<file path="src/rtl/updown_pkg.sv">
// rtl/updown_pkg.sv - shared types and mode encodings for the up/down sequence controller
//
// Contents:
//   state_e     : controller states IDLE, LOAD, RUN
//   mode_e      : sequencing modes ONESHOT, RELOAD, PINGPONG
//   MODE_*      : raw 2-bit mode encodings as seen on the mode input
//   decode_mode : maps a raw mode value to mode_e (reserved 11 folds to ONESHOT)
package updown_pkg;

    typedef enum logic [1:0] {
        IDLE = 2'd0,
        LOAD = 2'd1,
        RUN  = 2'd2
    } state_e;

    localparam logic [1:0] MODE_ONESHOT  = 2'b00;
    localparam logic [1:0] MODE_RELOAD   = 2'b01;
    localparam logic [1:0] MODE_PINGPONG = 2'b10;
    localparam logic [1:0] MODE_RSVD     = 2'b11;

    typedef enum logic [1:0] {
        ONESHOT  = MODE_ONESHOT,
        RELOAD   = MODE_RELOAD,
        PINGPONG = MODE_PINGPONG
    } mode_e;

    // Decoding at capture time means the reserved code never reaches the FSM.
    function automatic mode_e decode_mode(input logic [1:0] raw);
        case (raw)
            MODE_RELOAD:   decode_mode = RELOAD;
            MODE_PINGPONG: decode_mode = PINGPONG;
            default:       decode_mode = ONESHOT;
        endcase
    endfunction

endpackage

</file>
<file path="src/rtl/updown_core.sv">
// rtl/updown_core.sv - loadable wrapping up/down counter
//
// Ports:
//   clk      : clock, rising edge
//   rst      : asynchronous active-low reset, clears count
//   enable   : step count by one this edge
//   load     : load data_in this edge (wins over enable)
//   upordown : step direction, 1 = up, 0 = down
//   data_in  : value to load
//   count    : current counter value
module updown_core
    import updown_pkg::*;
#(
    parameter int WIDTH = 4
) (
    input  logic             clk,
    input  logic             rst,
    input  logic             enable,
    input  logic             load,
    input  logic             upordown,
    input  logic [WIDTH-1:0] data_in,
    output logic [WIDTH-1:0] count
);

    logic [WIDTH-1:0] count_q;

    // Plain WIDTH-bit arithmetic gives the modulo 2^WIDTH wrap in both directions.
    always_ff @(posedge clk or negedge rst) begin
        if (!rst) begin
            count_q <= '0;
        end else if (load) begin
            count_q <= data_in;
        end else if (enable) begin
            count_q <= upordown ? count_q + WIDTH'(1) : count_q - WIDTH'(1);
        end
    end

    assign count = count_q;

endmodule

</file>
<file path="src/rtl/updown_seq_ctrl.sv">
// rtl/updown_seq_ctrl.sv - sequencing FSM driving an up/down counter between two values
//
// Ports:
//   clk       : clock, rising edge
//   rst       : asynchronous active-low reset
//   start     : request a sequence (only honoured in IDLE)
//   stop      : abort any sequence (honoured in every state, beats start)
//   dir_in    : initial direction, 1 = up
//   mode      : 00 ONESHOT, 01 RELOAD, 10 PINGPONG, 11 treated as ONESHOT
//   start_val : origin value
//   end_val   : terminal value
//   count     : live counter value
//   busy      : high in LOAD and RUN
//   done      : one-cycle pulse after each terminal hit
//   dir_out   : current step direction
module updown_seq_ctrl
    import updown_pkg::*;
#(
    parameter int WIDTH = 4
) (
    input  logic             clk,
    input  logic             rst,
    input  logic             start,
    input  logic             stop,
    input  logic             dir_in,
    input  logic [1:0]       mode,
    input  logic [WIDTH-1:0] start_val,
    input  logic [WIDTH-1:0] end_val,
    output logic [WIDTH-1:0] count,
    output logic             busy,
    output logic             done,
    output logic             dir_out
);

    state_e           state_q, state_d;
    mode_e            mode_q, mode_d;
    logic             dir_q, dir_d;
    logic [WIDTH-1:0] org_q, org_d;
    logic [WIDTH-1:0] tgt_q, tgt_d;
    logic             done_q, done_d;

    logic             core_en;
    logic             core_load;
    logic [WIDTH-1:0] count_w;
    logic             hit;

    assign hit = (count_w == tgt_q);

    always_ff @(posedge clk or negedge rst) begin
        if (!rst) begin
            state_q <= IDLE;
            mode_q  <= ONESHOT;
            dir_q   <= 1'b0;
            org_q   <= '0;
            tgt_q   <= '0;
            done_q  <= 1'b0;
        end else begin
            state_q <= state_d;
            mode_q  <= mode_d;
            dir_q   <= dir_d;
            org_q   <= org_d;
            tgt_q   <= tgt_d;
            done_q  <= done_d;
        end
    end

    always_comb begin
        state_d   = state_q;
        mode_d    = mode_q;
        dir_d     = dir_q;
        org_d     = org_q;
        tgt_d     = tgt_q;
        done_d    = 1'b0;
        core_en   = 1'b0;
        core_load = 1'b0;

        case (state_q)
            IDLE: begin
                if (start && !stop) begin
                    dir_d   = dir_in;
                    mode_d  = decode_mode(mode);
                    org_d   = start_val;
                    tgt_d   = end_val;
                    state_d = LOAD;
                end
            end
            LOAD: begin
                if (stop) begin
                    state_d = IDLE;
                end else begin
                    core_load = 1'b1;
                    state_d   = RUN;
                end
            end
            RUN: begin
                if (stop) begin
                    state_d = IDLE;
                end else if (hit) begin
                    // Terminal edge: no step; the mode decides what happens instead.
                    done_d = 1'b1;
                    case (mode_q)
                        RELOAD: core_load = 1'b1;
                        PINGPONG: begin
                            org_d = tgt_q;
                            tgt_d = org_q;
                            dir_d = ~dir_q;
                        end
                        default: state_d = IDLE;
                    endcase
                end else begin
                    core_en = 1'b1;
                end
            end
            default: state_d = IDLE;
        endcase
    end

    updown_core #(
        .WIDTH(WIDTH)
    ) u_core (
        .clk     (clk),
        .rst     (rst),
        .enable  (core_en),
        .load    (core_load),
        .upordown(dir_q),
        .data_in (org_q),
        .count   (count_w)
    );

    assign count   = count_w;
    assign busy    = (state_q == LOAD) || (state_q == RUN);
    assign done    = done_q;
    assign dir_out = dir_q;

endmodule

</file>
<file path="config.mk">
export PLATFORM = sky130hd
export DESIGN_NAME = updown_seq_ctrl
export DESIGN_NICKNAME = d
export VERILOG_FILES = /design/src/rtl/updown_pkg.sv /design/src/rtl/updown_core.sv /design/src/rtl/updown_seq_ctrl.sv
export SDC_FILE = /design/constraint.sdc
export NUM_CORES = 1
export LEC_CHECK = 0
export ABC_AREA = 1
export CAP_MARGIN = 20
export CORE_UTILIZATION = 46
export CTS_BUF_LIST = sky130_fd_sc_hd__clkbuf_2 sky130_fd_sc_hd__clkbuf_4 sky130_fd_sc_hd__clkbuf_8
export DETAILED_ROUTE_END_ITERATION = 6
export PLACE_DENSITY = 0.72
export RECOVER_POWER = 25
export SLEW_MARGIN = 5
export SYNTH_ARGS = -nofsm -noshare
export SYNTH_HDL_FRONTEND = slang
export SYNTH_SLANG_ARGS = --single-unit
</file>
<file path="constraint.sdc">
create_clock -name clk -period 3 [get_ports clk]
set_input_delay 0.6 -clock clk [delete_from_list [all_inputs] [get_ports clk]]
set_output_delay 0.6 -clock clk [all_outputs]
set_load 0.05 [all_outputs]
</file>
==> reports/metrics.csv <==
stage,metric,value,unit
timing,holdWs,495,ps
clock_network,htreeDepth,1,
job,max_cap_viol_count,0,
timing,clock_skew,1.46,ps
worst_setup_path,cp_max_fo,6,
clock_network,tritoncts,yes,
synthesis,postSynthAreaPerCell,7.85,um2
drt,vias,1038,
power_and_ir_drop,pwr-share-seq,28.0,%
finish,design_area,1450,um2
worst_setup_path,critPathArrivalTime,1950,ps
global_route,grt_use_total,20.2,%
floorplanning,core.rowCount,18,
power_and_ir_drop,switchingPower,886,uW
synthesis,syn_inst,152,
clock_network,cts_root_buf,clkbuf_4,
global_route,grt_pass1_vias,933,
worst_setup_path,rrSetupSlack,1010,ps
power_and_ir_drop,clock_power_share,7.4,%
timing,setup_tns,0,ps
synthesis,synth-seq-area-share,37.7,%
timing,hold_viol,0,
worst_setup_path,cp-end-kind,primary output,
power_and_ir_drop,power_density,1170,nW/um2
placement,preCtsSetupSlack,734,ps
outcome,outcome,"complete, no violations",
drt,post_drt_wl_per_cell,11.6,um
floorplanning,die_area,2800,um2
min_path,hold-path-endpoint,org_q[2],
clock_network,insertion_delay,300,ps
clock_network,cts_setup_buffers,0,
placement,numPortBuffers,21,
power_and_ir_drop,p_leak,0.691,nW
drt,ant_nets,0,
finish,final_nets,199,
clock_network,cts.reportedPaths.clkPinSlew,100,ps
synthesis,synth_seq_cells,18,
worst_setup_path,critical_path.startpoint,state_q[1],
clock_network,cts_sinks,18,
power_and_ir_drop,power_frac_comb,64.7,%
global_route,grt_antenna_before_repair,0,
clock_network,cts_made_buffers,3,
timing,worst_slew_pin_slew,839,ps
clock_network,cts_hold_buffers,0,
drt,viasPerCell,5.09,
drt,routed_wl,2370,um
synthesis,ys_warn_count,0,
finish,diodes,0,
clock_network,ctsResizeCount,0,
floorplanning,io_pins,22,
floorplanning,die_w,52.9,um
global_route,grt_max_degree,20,
timing,finalSetupViolCount,0,
global_route,grt.overflow.total,0,
synthesis,syn_area,1190,um2
finish,most-common-layout-cells,"nand2_1, inv_1, clkdlybuf4s50_1",
global_route,grt_pass1_wl,4060,um
finish,mostFrequentLayoutCell,nand2_1,
drt,firstDrtPassIters,4,
synthesis,synth.net_count,175,
placement,dp.cells,201,
power_and_ir_drop,ir_drop,0.623,mV
placement,place_area,1430,um2
min_path,hold_path.class,flop to flop,
finish,drive_above_1_share,10.9,%
placement,gp_congestion,0.871,
worst_setup_path,required,2400,ps
timing,period_needed,2550,ps
worst_setup_path,rr_worst_depth,10,
worst_setup_path,start_kind,flop,
timing,slew_viol_final,0,
clock_network,cts.path.max_buffers,2,
finish,syn2layout_area_growth,21.4,%
worst_setup_path,r2r_start,state_q[0],
finish,final_core_util,59.0,%
timing,rsz0062_at_grt,no,
synthesis,synth.distinct_cells,23,
drt,drc,0,
drt,drt-initial-drc-count,20,
floorplanning,die_height,52.9,um
power_and_ir_drop,switching_share,52.3,%
timing,min_period_over_period,85.1,%
worst_setup_path,critPathKind,flop to primary output,
min_path,worstHoldPathCells,2,
placement,dp_hpwl,1830,um
worst_setup_path,r2r_end,u_core.count[3],
finish,final_cells,204,
timing,slew_headroom,43.9,%
timing,max_freq,391,MHz
floorplanning,core,2450,um2
power_and_ir_drop,power.total,1.69,mW
power_and_ir_drop,p_int,808,uW
floorplanning,start_util,48.6,%
min_path,min_from,org_q[2],
timing,finalWorstSetupSlack,446,ps
==> sequential cells by signal (all words and copies together), names as in the netlist <==
| signal | flops |
|---|---|
| dir_out | 1 |
| done | 1 |
| mode_q | 2 |
| org_q | 4 |
| state_q | 2 |
| tgt_q | 4 |
| u_core.count | 4 |
==> worst max-delay path, cell delays in order, from the launching register on <==
cell and delay, ps:
dfrtp_1 390, inv_1 70, ha_1 370, clkdlybuf4s50_1 830
==> power by group through the flow <==
stage | combinational [mW] | clock, mW | sequential [mW]
2_1_floorplan | 0.748 | 0 | 0.569
4_1_cts | 1.10 | 0.129 | 0.475
6_report | 1.10 | 0.125 | 0.474
5_1_grt | 1.22 | 0.140 | 0.491
3_3_place_gp | 1.06 | 0 | 0.471
3_5_place_dp | 1.10 | 0 | 0.480
==> kinds of logic after synthesis <==
family	Yosys count	synth area share, %
and+or+nand+nor	69	25.4
adders and majority gates	8	9.01
muxes	1	0.839
DFF	18	37.7
xor gates and xnor gates	4	2.94
buffers and inverters	26	9.12
AOI/OAI and AO/OA	26	15.0
==> Yosys cell counts, drive strengths merged <==
| cell type | number | area share, % |
|---|---|---|
| clkbuf | 1 | 0.31 |
| o311ai | 1 | 0.73 |
| a21oi | 1 | 0.42 |
| nor2 | 5 | 2.0 |
| inv | 23 | 7.2 |
| nor3 | 2 | 0.84 |
| nand2 | 48 | 16 |
| nand3 | 13 | 6.5 |
| mux2i | 1 | 0.84 |
| ha | 7 | 7.3 |
| xor2 | 2 | 1.5 |
| o21ai | 24 | 14 |
| nand4 | 1 | 0.52 |
| buf | 2 | 1.6 |
| fa | 1 | 1.7 |
| xnor2 | 2 | 1.5 |
| dfrtp | 18 | 38 |
==> layout make-up <==
cell class,instances,area [um2]
tap,30,37.5
fill,227,1010
clock buffer,3,22.5
timing repair buffer,22,218
multi-input combinational,108,634
inverter,23,86.3
sequential,18,450
==> per-layer routing <==
layer	vias to the layer above	track usage (%)	wire [um]
met5	-	0	0
met4	0	6.58	23
met3	4	3.45	97
met2	30	33.5	1110
met1	473	26.3	1140
li1	531	-	-
==> how the worst max path moves through the flow <==
| stage | endpoint | slack, ps | cells after the start |
|---|---|---|---|
| global route | busy | 380 | 3 |
| CTS | busy | 420 | 3 |
| detailed placement | org_q[0] | 730 | 5 |
| global placement | busy | 800 | 3 |
| finish | busy | 450 | 3 |
| floorplan | u_core.count[3] | 1210 | 8 |
No activity file was read; power rests on OpenSTA's default activity.
